### config.mk
export PLATFORM = sky130hd
export DESIGN_NAME = core_wb_bridge
export DESIGN_NICKNAME = d
export VERILOG_FILES = /design/src/rtl/core_wb_pkg.sv /design/src/rtl/core_wb_rr_arbiter.sv /design/src/rtl/core_wb_bridge.sv
export SDC_FILE = /design/constraint.sdc
export NUM_CORES = 1
export LEC_CHECK = 0
export CAP_MARGIN = 10
export CORE_ASPECT_RATIO = 1.4
export CORE_UTILIZATION = 42
export DETAILED_ROUTE_END_ITERATION = 10
export PLACE_DENSITY = 0.85
export REMOVE_ABC_BUFFERS = 1
export SYNTH_ARGS = -nofsm -noshare
export SYNTH_HDL_FRONTEND = slang
export SYNTH_HIERARCHICAL = 1
export SYNTH_SLANG_ARGS = --single-unit
### constraint.sdc
create_clock -name clk -period 2.8 [get_ports clk]
set_clock_uncertainty 0.15 [all_clocks]
set_input_delay 0.56 -clock clk [delete_from_list [all_inputs] [get_ports clk]]
set_output_delay 0.56 -clock clk [all_outputs]
set_load 0.02 [all_outputs]
### src/rtl/core_wb_pkg.sv
// core_wb_pkg: shared types and helpers for the core-to-Wishbone bridge.
//
// Contents:
//   state_t     - bridge FSM states (IDLE, BUS, RESP)
//   ERR_FILL    - fill bit replicated across rsp_rdata on a watchdog timeout
//   grant_width - bits needed for a port index, never less than 1
package core_wb_pkg;

    typedef enum logic [1:0] {
        IDLE = 2'd0,
        BUS  = 2'd1,
        RESP = 2'd2
    } state_t;

    // Replicated to DATA_WIDTH at the use site so the package stays width-agnostic.
    localparam logic ERR_FILL = 1'b1;

    function automatic int grant_width(input int n);
        int w;
        w = 1;
        while ((1 << w) < n) begin
            w = w + 1;
        end
        return w;
    endfunction

endpackage

### src/rtl/core_wb_rr_arbiter.sv
// core_wb_rr_arbiter: combinational round-robin arbiter.
//
// The search starts one past the previous winner and wraps modulo NUM_PORTS,
// so the port granted last has the lowest priority next time.
//
// Ports:
//   i_req        [NUM_PORTS-1:0] request vector
//   i_last_grant [GW-1:0]        index of the previous winner
//   o_grant      [GW-1:0]        index of the winner (meaningful when o_any=1)
//   o_any                        at least one request is present
module core_wb_rr_arbiter
    import core_wb_pkg::*;
#(
    parameter int NUM_PORTS = 2,
    parameter int GW        = grant_width(NUM_PORTS)
) (
    input  logic [NUM_PORTS-1:0] i_req,
    input  logic [GW-1:0]        i_last_grant,
    output logic [GW-1:0]        o_grant,
    output logic                 o_any
);

    always_comb begin
        int w_idx;
        w_idx   = 0;
        o_grant = i_last_grant;
        o_any   = |i_req;
        // Walk from the farthest offset down to the nearest one; the nearest
        // requesting port is written last and therefore wins.
        for (int i = NUM_PORTS; i >= 1; i--) begin
            w_idx = (int'(i_last_grant) + i) % NUM_PORTS;
            if (i_req[w_idx[GW-1:0]]) begin
                o_grant = w_idx[GW-1:0];
            end
        end
    end

endmodule

### src/rtl/core_wb_bridge.sv
// core_wb_bridge: multiplexes NUM_PORTS core request channels onto a single
// Wishbone classic master port.
//
// Flow: IDLE picks a port round-robin and latches its request, BUS drives the
// Wishbone cycle until wb_ack, RESP pulses req_ready for the granted port.
//
// Optional feature: define CORE_WB_TIMEOUT_EN to compile in a watchdog that
// ends a BUS phase after TIMEOUT_CYCLES cycles without wb_ack, pulsing
// req_err with req_ready and returning all-ones read data.
//
// Ports:
//   clk, reset                     clock, synchronous active-high reset
//   req_valid/req_we [NUM_PORTS]   per-port request and write flag
//   req_addr/req_wdata             packed per-port address/data, port i in slice i
//   req_ready/req_err [NUM_PORTS]  one-cycle completion / timeout pulses
//   rsp_rdata                      read data, valid while req_ready is high
//   wb_cyc/wb_stb/wb_we            Wishbone controls
//   wb_addr/wb_data_out            Wishbone address and write data
//   wb_data_in/wb_ack              Wishbone read data and acknowledge
//   dbg_state                      current FSM state for observation
//
// Handshake: a requester holds req_valid/we/addr/wdata until its req_ready
// pulse; the bridge latches them at grant, so dropping req_valid during BUS
// does not abort the cycle. A req_valid seen in IDLE is always a new request.
module core_wb_bridge
    import core_wb_pkg::*;
#(
    parameter int ADDR_WIDTH     = 32,
    parameter int DATA_WIDTH     = 32,
    parameter int NUM_PORTS      = 2,
    parameter int TIMEOUT_CYCLES = 255
) (
    input  logic                             clk,
    input  logic                             reset,
    input  logic [NUM_PORTS-1:0]             req_valid,
    input  logic [NUM_PORTS-1:0]             req_we,
    input  logic [NUM_PORTS*ADDR_WIDTH-1:0]  req_addr,
    input  logic [NUM_PORTS*DATA_WIDTH-1:0]  req_wdata,
    output logic [NUM_PORTS-1:0]             req_ready,
    output logic [NUM_PORTS-1:0]             req_err,
    output logic [DATA_WIDTH-1:0]            rsp_rdata,
    output logic                             wb_cyc,
    output logic                             wb_stb,
    output logic                             wb_we,
    output logic [ADDR_WIDTH-1:0]            wb_addr,
    output logic [DATA_WIDTH-1:0]            wb_data_out,
    input  logic [DATA_WIDTH-1:0]            wb_data_in,
    input  logic                             wb_ack,
    output state_t                           dbg_state
);

    localparam int            GW          = grant_width(NUM_PORTS);
    // Last grant starts at the top port so port 0 wins first after reset.
    localparam logic [GW-1:0] RESET_GRANT = GW'(NUM_PORTS - 1);

    state_t                  r_state;
    state_t                  w_next;
    logic [GW-1:0]           r_grant;
    logic [GW-1:0]           w_arb_grant;
    logic                    w_arb_any;
    logic                    r_we;
    logic [ADDR_WIDTH-1:0]   r_addr;
    logic [DATA_WIDTH-1:0]   r_wdata;
    logic [DATA_WIDTH-1:0]   r_rdata;
    logic [NUM_PORTS-1:0]    w_port_sel;
    logic                    w_expire;

    core_wb_rr_arbiter #(
        .NUM_PORTS (NUM_PORTS),
        .GW        (GW)
    ) u_arb (
        .i_req        (req_valid),
        .i_last_grant (r_grant),
        .o_grant      (w_arb_grant),
        .o_any        (w_arb_any)
    );

    assign w_port_sel  = NUM_PORTS'(1) << r_grant;
    assign wb_we       = r_we;
    assign wb_addr     = r_addr;
    assign wb_data_out = r_wdata;
    assign rsp_rdata   = r_rdata;
    assign dbg_state   = r_state;

`ifdef CORE_WB_TIMEOUT_EN
    logic [15:0] r_cnt;
    logic        r_err;

    // Expiry is suppressed by a coincident wb_ack so the real completion wins.
    assign w_expire = (r_state == BUS) && !wb_ack &&
                      (r_cnt == 16'(TIMEOUT_CYCLES - 1));
    assign req_err  = ((r_state == RESP) && r_err) ? w_port_sel : '0;

    always_ff @(posedge clk) begin
        if (reset) begin
            r_cnt <= '0;
            r_err <= 1'b0;
        end else begin
            // Held at zero while idle, so it is clear on the first BUS cycle.
            if (r_state == IDLE) begin
                r_cnt <= '0;
            end else if (r_state == BUS) begin
                r_cnt <= r_cnt + 16'd1;
            end
            if ((r_state == BUS) && (w_next == RESP)) begin
                r_err <= w_expire;
            end
        end
    end
`else
    assign w_expire = 1'b0;
    assign req_err  = '0;
`endif

    always_comb begin
        w_next    = r_state;
        wb_cyc    = 1'b0;
        wb_stb    = 1'b0;
        req_ready = '0;
        case (r_state)
            IDLE: begin
                if (w_arb_any) begin
                    w_next = BUS;
                end
            end
            BUS: begin
                wb_cyc = 1'b1;
                wb_stb = 1'b1;
                if (wb_ack || w_expire) begin
                    w_next = RESP;
                end
            end
            RESP: begin
                req_ready = w_port_sel;
                w_next    = IDLE;
            end
            default: begin
                w_next = IDLE;
            end
        endcase
    end

    always_ff @(posedge clk) begin
        if (reset) begin
            r_state <= IDLE;
            r_grant <= RESET_GRANT;
            r_we    <= 1'b0;
            r_addr  <= '0;
            r_wdata <= '0;
            r_rdata <= '0;
        end else begin
            r_state <= w_next;
            if ((r_state == IDLE) && w_arb_any) begin
                r_grant <= w_arb_grant;
                r_we    <= req_we[w_arb_grant];
                r_addr  <= req_addr[w_arb_grant*ADDR_WIDTH +: ADDR_WIDTH];
                r_wdata <= req_wdata[w_arb_grant*DATA_WIDTH +: DATA_WIDTH];
            end
            if (r_state == BUS) begin
                if (wb_ack) begin
                    r_rdata <= wb_data_in;
                end else if (w_expire) begin
                    r_rdata <= {DATA_WIDTH{ERR_FILL}};
                end
            end
        end
    end

endmodule

==> metrics, run 1 <==
run status completed; met1 usage in global routing 22.8%; count of standard-cell rows 46; GR Overflow Total 0; Switching Fraction 29.0%; standard cell area after detailed placement between 7000 and 8000 sq um; r2r setup slk 0.93 ns; Top-Level Pins around 270; starting DRC count in detailed routing 102; Slowest cell on crit path sky130_fd_sc_hd__clkdlybuf4s50_1; final slew viol count 0; nature of the critical path endpoint primary output; reg2reg start r_grant$_SDFFE_PP1P_; Comb power frac 30.6%; Reg-to-Reg End wb_data_out[6]$_SDFFE_PP0P_; highest fanout seen on the critical path 8; kind of path behind the tightest hold check register to register; layer carrying the most global-route usage met2; maximum vdd drop 0.252 mV; routability-driven placement congestion ratio just under 0.8; yosys synthesis warning count 6; Worst Hold Endpoint rsp_rdata[5]$_SDFFE_PP0P_; Arrival @ worst endpoint 1.72 ns; total count of hold-check failures in the final report 0; total inserted antenna cells 0; number of cells on the worst hold path 2; core region area 11300 sq um; Seq cells post-synth 100; number of failing setup endpoints in the final timing report 0; Die H 130 um; chain of cells forming the critical path nor3b_1 -> clkdlybuf4s50_1; max-cap violation count 0; worst hold start rsp_rdata[5]$_SDFFE_PP0P_; clk slew on worst S/H paths approximately 0.070 ns; latest clock arrival within the worst-skew pair 0.33 ns; gr usage total 22.2%; sequential cell fraction of total power 40.1%; wire per inst 16.1 um; length in cells of the worst reg-to-reg path 5; Cell variety after synth 20; TritonCTS clock tree built; number of global-route vias before repair 4349; number of search-and-repair iterations in the first detailed-routing pass 4; minimum clock period after layout 2.43 ns; number of buffers added to fix hold violations after cts 0; source of the critical timing path dbg_state[1]$_SDFFE_PP0P_; area of all placed cells without fillers 7970 sq um; horizontal extent of the die ~93 um; share of the core filled with cells in the final layout 70.3%; Post-DRT Antenna Nets 0; final WL 13.6 mm; layout net count 863; drt drc 0; global-route wire length before repair 20.8 mm; max_slew headroom 59.9%; grt met3 use 6.29%; signed area change from the synthesized netlist to the final layout 62.2%; share of synthesized area occupied by flip-flops and latches 40.7%; CTS buffer count 9; internal cell power 0.00287 W; longest individual stage delay on the worst path 0.68 ns; transition time at the pin with the least slew margin 0.601 ns; highest clock frequency the design can meet 412 MHz; final worst-path cycle share 86.6%; total design power 0.00404 W; WS Path Type register to primary output; power per cell area 506 nW/um^2; part of the total power dissipated in the clock network 29.3%; endpoint required time on the critical path 2.09 ns; number of input and output port buffers inserted ~270; post-synthesis instance total 451; via count ~4200; number of cells upsized or downsized after cts 0; maximum number of pins on one net before global-route repair 134; area of the die 12100 sq um; count of buffer and inverter cells on the critical path 1; routed vias/inst slightly below 5; unrepaired setup endpoints after global routing no; antenna violations before repair 0; number of post-CTS setup repair buffers 0; power dissipated by switching net loads 0.00117 W; P_leak between 2 and 3 nW; Detailed Place HPWL 10.3 mm; Worst Setup Start Kind register; average cell area after synthesis 10.9 sq um; clock tree root driver cell sky130_fd_sc_hd__clkbuf_16; fraction of layout cells with a size suffix above 1 11.3%; effective utilization at floorplan 43.3%; cell class contributing the biggest share of worst-path delay buffers and inverters; area of the mapped netlist between 4000 and 5000 sq um; H-tree depth 3; CTS Sinks 100; met2 Usage GRT about 40%; maximum clock path buffer count 2
==> power by group through the flow <==
stage | clock (W) | sequential [W] | combinational, W
after CTS | 0.00121 | 0.00162 | 0.00125
final | 0.00118 | 0.00162 | 0.00124
after global placement | 0 | 0.00164 | 0.00122
after global routing | 0.00127 | 0.00163 | 0.00131
after detailed placement | 0 | 0.00165 | 0.00124
after floorplan | 0 | 0.00179 | 0.000502
==> cell usage after synthesis <==
cell type                     n  area, sq um
sky130_fd_sc_hd__dfxtp_1    100         2000
sky130_fd_sc_hd__mux2i_1     98          981
sky130_fd_sc_hd__inv_1       65          244
sky130_fd_sc_hd__nand2b_1    64          400
sky130_fd_sc_hd__o32ai_2     50          813
sky130_fd_sc_hd__buf_2       18         90.1
sky130_fd_sc_hd__clkbuf_1    16         60.1
sky130_fd_sc_hd__o32ai_1     15          131
sky130_fd_sc_hd__buf_6        6         67.6
sky130_fd_sc_hd__nor2_1       4         15.0
sky130_fd_sc_hd__buf_4        3         22.5
sky130_fd_sc_hd__and3b_1      2         17.5
sky130_fd_sc_hd__nor2b_1      2         12.5
sky130_fd_sc_hd__nor3b_1      2         15.0
sky130_fd_sc_hd__a2111oi_0    1         8.76
sky130_fd_sc_hd__a21oi_1      1         5.00
sky130_fd_sc_hd__buf_1        1         3.75
sky130_fd_sc_hd__conb_1       1         3.75
sky130_fd_sc_hd__or2_1        1         6.26
sky130_fd_sc_hd__or4b_4       1         13.8
==> through the flow <==
step                setup TNS [ns]  setup WS, ns  hold slack [ns]  instances
global placement                 0         0.340            0.307        829
finish                           0         0.374            0.324        845
floorplan                  -286.25         -4.57            0.371        408
global route                     0         0.304            0.336        845
detailed placement               0         0.274            0.311        829
CTS                              0         0.361            0.325        845
==> final cells by class <==
class                           count  area [sq um]
Clock inverter                      5          35.0
Inverter                           65           244
Clock buffer                       11           253
Sequential cell                   100          2000
Fill cell                         813          3370
Tap cell                          144           180
Multi-Input combinational cell    243          2440
Timing Repair Buffer              277          2810
==> cell usage in the layout (no fill, tap or decap), drive strengths merged, types with 3 or more instances in the layout <==
cell type / instances
clkdlybuf4s50: 268
dfxtp: 100
mux2i: 98
inv: 66
o32ai: 65
nand2b: 64
clkbuf: 11
buf: 9
nor2: 4
clkinv: 3
==> how the worst max path moves through the flow <==
stage	to	slack, ns	cells past startpoint
2_1_floorplan	r_grant$_SDFFE_PP1P_	-4.57	3
5_1_grt	req_ready[0]	0.30	2
3_5_place_dp	wb_data_out[31]$_SDFFE_PP0P_	0.27	5
4_1_cts	req_ready[0]	0.36	2
6_report	req_ready[0]	0.37	2
3_3_place_gp	wb_data_out[31]$_SDFFE_PP0P_	0.34	5
==> worst min-delay path, stage by stage, from the launching register on <==
cell and delay [ns]:
sky130_fd_sc_hd__dfxtp_1 0.31, sky130_fd_sc_hd__nand2b_1 0.06, sky130_fd_sc_hd__mux2i_1 0.05
==> metal layers <==
| layer | vias up | wire length, um |
|---|---|---|
| met5 | - | 0 |
| met4 | 0 | 476 |
| met3 | 32 | 1010 |
| met2 | 188 | 7200 |
| met1 | 1922 | 4890 |
| li1 | 2047 | - |
==> flip-flops by register name (all words and copies together), names as in the netlist <==
register	count
dbg_state	2
r_grant	1
rsp_rdata	32
wb_addr	32
wb_data_out	32
wb_we	1
==> cells by family after synthesis <==
| kind of cell | Yosys count | synth area share [%] |
|---|---|---|
| other | 1 | 0.0763 |
| DFF | 100 | 40.7 |
| muxes | 98 | 20.0 |
| and+or+nand+nor | 76 | 9.78 |
| buffers and inverters | 109 | 9.93 |
| AOI/OAI and AO/OA | 67 | 19.5 |
No activity file was read; power rests on OpenSTA's default activity.
==> inputs of run 2 (changes only) <==
Settings changed: CAP_MARGIN 10 to not set, CORE_ASPECT_RATIO 1.4 to not set, CORE_UTILIZATION 42 to 35, PLACE_DENSITY 0.85 to 0.76.
Clock period 2.8 ns to 2.1 ns, I/O delays scaled along.
==> metrics, run 2 (same netlist as run 1, synthesis figures left out) <==
minimum clock period after layout 2.02 ns; Post-Place Setup Slack -0.121 ns; routability-driven placement congestion ratio 0.766; number of buffers added to fix hold violations after cts 0; via count 4296; routed vias/inst 4.78; endpoint required time on the critical path 1.53 ns; Arrival @ worst endpoint 1.45 ns; antenna violations before repair 0; cell class contributing the biggest share of worst-path delay buffers and inverters; final WL 13.9 mm; cell count after placement 882; run status completed; highest fanout seen on the critical path 6; H-tree depth 3; CTS Sinks 100; Top-Level Pins 272; Finished Layout Cells 898; number of post-CTS setup repair buffers 0; most common library cell in the layout ignoring fill and taps sky130_fd_sc_hd__clkdlybuf4s50_1; final slew viol count 0; total of fill cells in the finished design between 1000 and 1500; longest individual stage delay on the worst path 0.69 ns; total inserted antenna cells 0; number of cells upsized or downsized after cts 4; P_leak 3.13 nW; wire per inst 15.5 um; chain of cells forming the critical path clkdlybuf4s50_1; count of buffer and inverter cells on the critical path 1; core region area between 10000 and 15000 sq um; count of standard-cell rows between 40 and 50; commonest cells after routing, fill and taps aside sky130_fd_sc_hd__clkdlybuf4s50_1 (264), sky130_fd_sc_hd__dfxtp_1 (100), sky130_fd_sc_hd__mux2i_1 (98); CTS buffer count 9; final worst-path cycle share 96.3%; Worst Setup Start Kind register; power per cell area 669 nW/um^2; max-cap violation count 0; highest clock frequency the design can meet approximately 490 MHz; area of the die 14500 sq um; maximum number of pins on one net before global-route repair 63; GR Overflow Total 0; effective utilization at floorplan 36.5%; fraction of layout cells with a size suffix above 1 13.7%; starting DRC count in detailed routing 150; transition time at the pin with the least slew margin 0.608 ns; Detailed Place HPWL 10.7 mm; number of global-route vias before repair 4463; TritonCTS clock tree built; clock tree root driver cell sky130_fd_sc_hd__clkbuf_16; Final Worst Setup Slack 0.0773 ns; horizontal extent of the die 120 um; WS Path Type register to primary output; gr usage total 19.4%; number of search-and-repair iterations in the first detailed-routing pass 4; total count of hold-check failures in the final report 0; unrepaired setup endpoints after global routing no; kind of path behind the tightest hold check input port to register; nature of the critical path endpoint primary output; Post-DRT Antenna Nets 0; clk slew on worst S/H paths 0.07 ns; signed area change from the synthesized netlist to the final layout 67.7%; latest clock arrival within the worst-skew pair 0.34 ns; Slowest cell on crit path sky130_fd_sc_hd__clkdlybuf4s50_1; maximum clock path buffer count 2; layout net count 884; r2r setup slk 0.35 ns; number of input and output port buffers inserted between 200 and 300; max_slew headroom 59.5%; number of failing setup endpoints in the final timing report 0; maximum vdd drop ~0.38 mV; drt drc 0; Die H around 120 um; global-route wire length before repair 21.9 mm
[run 2: power by group]
part | total, W | internal (W) | leakage (nW) | switching [W]
Combinational | 0.00175 | 0.000967 | 2.17 | 0.000780
Sequential | 0.00215 | 0.00206 | 0.821 | 0.0000901
Clock | 0.00161 | 0.000900 | 0.138 | 0.000713
Total | 0.00551 | 0.00393 | 3.13 | 0.00158
[run 2: layout make-up]
type | count | area, sq um | area share, %
clock buffers | 13 | 270 | 3.28
clock inverters | 3 | 20.0 | 0.243
inverters | 65 | 244 | 2.96
multi-input cells | 243 | 2440 | 29.7
flip-flops and latches | 100 | 2000 | 24.3
well taps | 176 | 220 | 2.67
repair buffers | 298 | 3040 | 36.9
[run 2: routing by layer]
layer  part of all wire (%)  track usage (%)
met1                     41             21.8
met2                     49             34.3
met3                    8.3             5.42
met4                    1.6             7.64
met5                      0                0
[run 2: path summary, 6_finish.rpt]
| check | cells after the start | from | to |
|---|---|---|---|
| min reg2reg | 2 | rsp_rdata[26]$_SDFFE_PP0P_ | rsp_rdata[26]$_SDFFE_PP0P_ |
| max reg2reg | 6 | r_grant$_SDFFE_PP1P_ | wb_addr[7]$_SDFFE_PP0P_ |
| max | 1 | dbg_state[0]$_SDFFE_PP0P_ | dbg_state[0] |
| min | 2 | reset | wb_addr[2]$_SDFFE_PP0P_ |
[run 2: through the flow]
| stage | hold WS (ns) | utilization (%) | total power, W | area (sq um) | TNS, ns |
|---|---|---|---|---|---|
| finish | 0.200 | 61.3 | 0.00551 | 8240 | 0 |
| global route | 0.192 | 61.3 | 0.00576 | 8240 | 0 |
| CTS | 0.189 | 61.3 | 0.00558 | 8240 | 0 |
| detailed placement | 0.318 | 59.1 | 0.00396 | 7960 | -6.34 |
| global placement | 0.308 | 59.1 | 0.00392 | 7960 | -5.44 |
| floorplan | 0.342 | - | 0.00305 | 4670 | -328.12 |
==> inputs of run 3 (changes only) <==
Settings changed: CORE_UTILIZATION 35 to 31, PLACE_DENSITY 0.76 to 0.68.
==> metrics, run 3 (same netlist as run 1, synthesis figures left out) <==
run status completed; number of search-and-repair iterations in the first detailed-routing pass 4; area of the die roughly 16000 sq um; power dissipated by switching net loads ~0.0016 W; total count of hold-check failures in the final report 0; Post-DRT Antenna Nets 0; global-route wire length before repair 21.1 mm; total inserted antenna cells 0; signed area change from the synthesized netlist to the final layout 65.6%; max_slew headroom a little over half; clock tree root driver cell sky130_fd_sc_hd__clkbuf_16; kind of path behind the tightest hold check register to register; final worst-path cycle share 94.3%; internal cell power 0.00393 W; via count about 4200; routed vias/inst between 4 and 5; Detailed Place HPWL 10.1 mm; highest clock frequency the design can meet just over 500 MHz; P_leak a little over 3 nW; fraction of layout cells with a size suffix above 1 a little under an eighth; chain of cells forming the critical path clkdlybuf4s50_1; core region area between 15000 and 20000 sq um; standard cell area after detailed placement 7830 sq um; minimum clock period after layout about 2.0 ns; longest individual stage delay on the worst path around 0.63 ns; power per cell area 682 nW/um^2; unrepaired setup endpoints after global routing no; effective utilization at floorplan about a third; cell count after placement 899; number of post-CTS setup repair buffers 0; max-cap violation count 0; maximum number of pins on one net before global-route repair 134; maximum vdd drop between 0.4 and 0.5 mV; maximum clock path buffer count 2; Switching Fraction 29.2%; count of standard-cell rows 45; gr usage total between 15 and 20%; number of buffers added to fix hold violations after cts 0; worst hold start rsp_rdata[15]$_SDFFE_PP0P_; clk slew on worst S/H paths 0.07 ns; layout net count approximately 870; number of global-route vias before repair 4187; wire per inst 15.1 um; Finished Layout Cells 915; most common library cell in the layout ignoring fill and taps sky130_fd_sc_hd__clkdlybuf4s50_1; Die H 128 um; final slew viol count 0; drt drc 0; sequential cell fraction of total power about two fifths; CTS Sinks 100; nature of the critical path endpoint primary output; routability-driven placement congestion ratio just over 0.7; share of the core filled with cells in the final layout around 53%; TritonCTS clock tree built; setup TNS 0 ns; starting DRC count in detailed routing 113; latest clock arrival within the worst-skew pair 0.35 ns; reg2reg start r_grant$_SDFFE_PP1P_; area of all placed cells without fillers between 8000 and 9000 sq um; endpoint required time on the critical path 1.53 ns; GR Overflow Total 0; WS Path Type register to primary output; H-tree depth 3; commonest cells after routing, fill and taps aside sky130_fd_sc_hd__clkdlybuf4s50_1 (264), sky130_fd_sc_hd__mux2i_1 (98), sky130_fd_sc_hd__dfxtp_1 (98); transition time at the pin with the least slew margin ~0.7 ns; antenna violations before repair 0; horizontal extent of the die 128 um; number of input and output port buffers inserted between 200 and 300; CTS buffer count 9; number of failing setup endpoints in the final timing report 0; cell class contributing the biggest share of worst-path delay buffers and inverters; source of the critical timing path dbg_state[0]$_SDFFE_PP0P_; Comb power frac 29.9%; part of the total power dissipated in the clock network 31.3%; Slowest cell on crit path sky130_fd_sc_hd__clkdlybuf4s50_1; Worst Setup Start Kind register; count of buffer and inverter cells on the critical path 1; Top-Level Pins around 270; final WL 13.8 mm; Arrival @ worst endpoint 1.41 ns; highest fanout seen on the critical path 9
run 3: changes by cell type in the layout (fill, tap and decap cells not counted), sizes merged:
cell,previous run,this run
inv,65,67
buf,30,12
bufinv,0,1
clkbuf,13,10
run 3: power by group through the flow:
| stage | clock (W) | sequential, W | combinational, W |
|---|---|---|---|
| 2_1_floorplan | 0 | 0.00239 | 0.000669 |
| 3_3_place_gp | 0 | 0.00219 | 0.00166 |
| 3_5_place_dp | 0 | 0.00220 | 0.00168 |
| 4_1_cts | 0.00180 | 0.00215 | 0.00168 |
| 5_1_grt | 0.00188 | 0.00217 | 0.00176 |
| 6_report | 0.00174 | 0.00215 | 0.00166 |
run 3: worst paths after layout:
kind	endpoint	slack [ns]	cells after the start
hold / removal	rsp_rdata[15]$_SDFFE_PP0P_	0.32	2
setup / recovery	dbg_state[0]	0.12	1
hold reg to reg	rsp_rdata[15]$_SDFFE_PP0P_	0.32	2
setup reg to reg	wb_data_out[23]$_SDFFE_PP0P_	0.36	5
run 3: layout make-up:
cell class / instances / area, sq um
inverters: 65 / 244
clock buffers: 10 / 239
fillers: 1364 / 7180
repair buffers: 280 / 2870
clock inverters: 6 / 71.3
flip-flops and latches: 100 / 2000
well taps: 211 / 264
multi-input cells: 243 / 2440
run 3: worst min-delay path, delay by kind of cell, from the launching register on:
kind / cells / cell delay [ns]
muxes: 1 / 0.05
and+or+nand+nor: 1 / 0.06
DFF: 1 / 0.31
run 3: through the flow:
step | hold WS, ns | worst slack (ns) | power (W)
2_1_floorplan | 0.342 | -5.13 | 0.00305
3_3_place_gp | 0.307 | -0.103 | 0.00384
3_5_place_dp | 0.315 | -0.142 | 0.00388
4_1_cts | 0.325 | 0.0932 | 0.00564
5_1_grt | 0.347 | 0.0603 | 0.00581
6_report | 0.320 | 0.120 | 0.00555
run 3: timing repair:
item                                   4_1_cts  5_1_grt
gates resized for setup                      6        0
endpoints found under the hold margin        0        0
setup endpoints to repair                    5        0
run 3: layer usage:
| layer | vias to the layer above | GRT usage (%) | wire length (um) |
|---|---|---|---|
| li1 | 2056 | - | - |
| met1 | 1918 | 17.9 | 5750 |
| met2 | 179 | 29.7 | 6610 |
| met3 | 11 | 6.93 | 1290 |
| met4 | 0 | 5.40 | 183 |
| met5 | - | 0 | 0 |
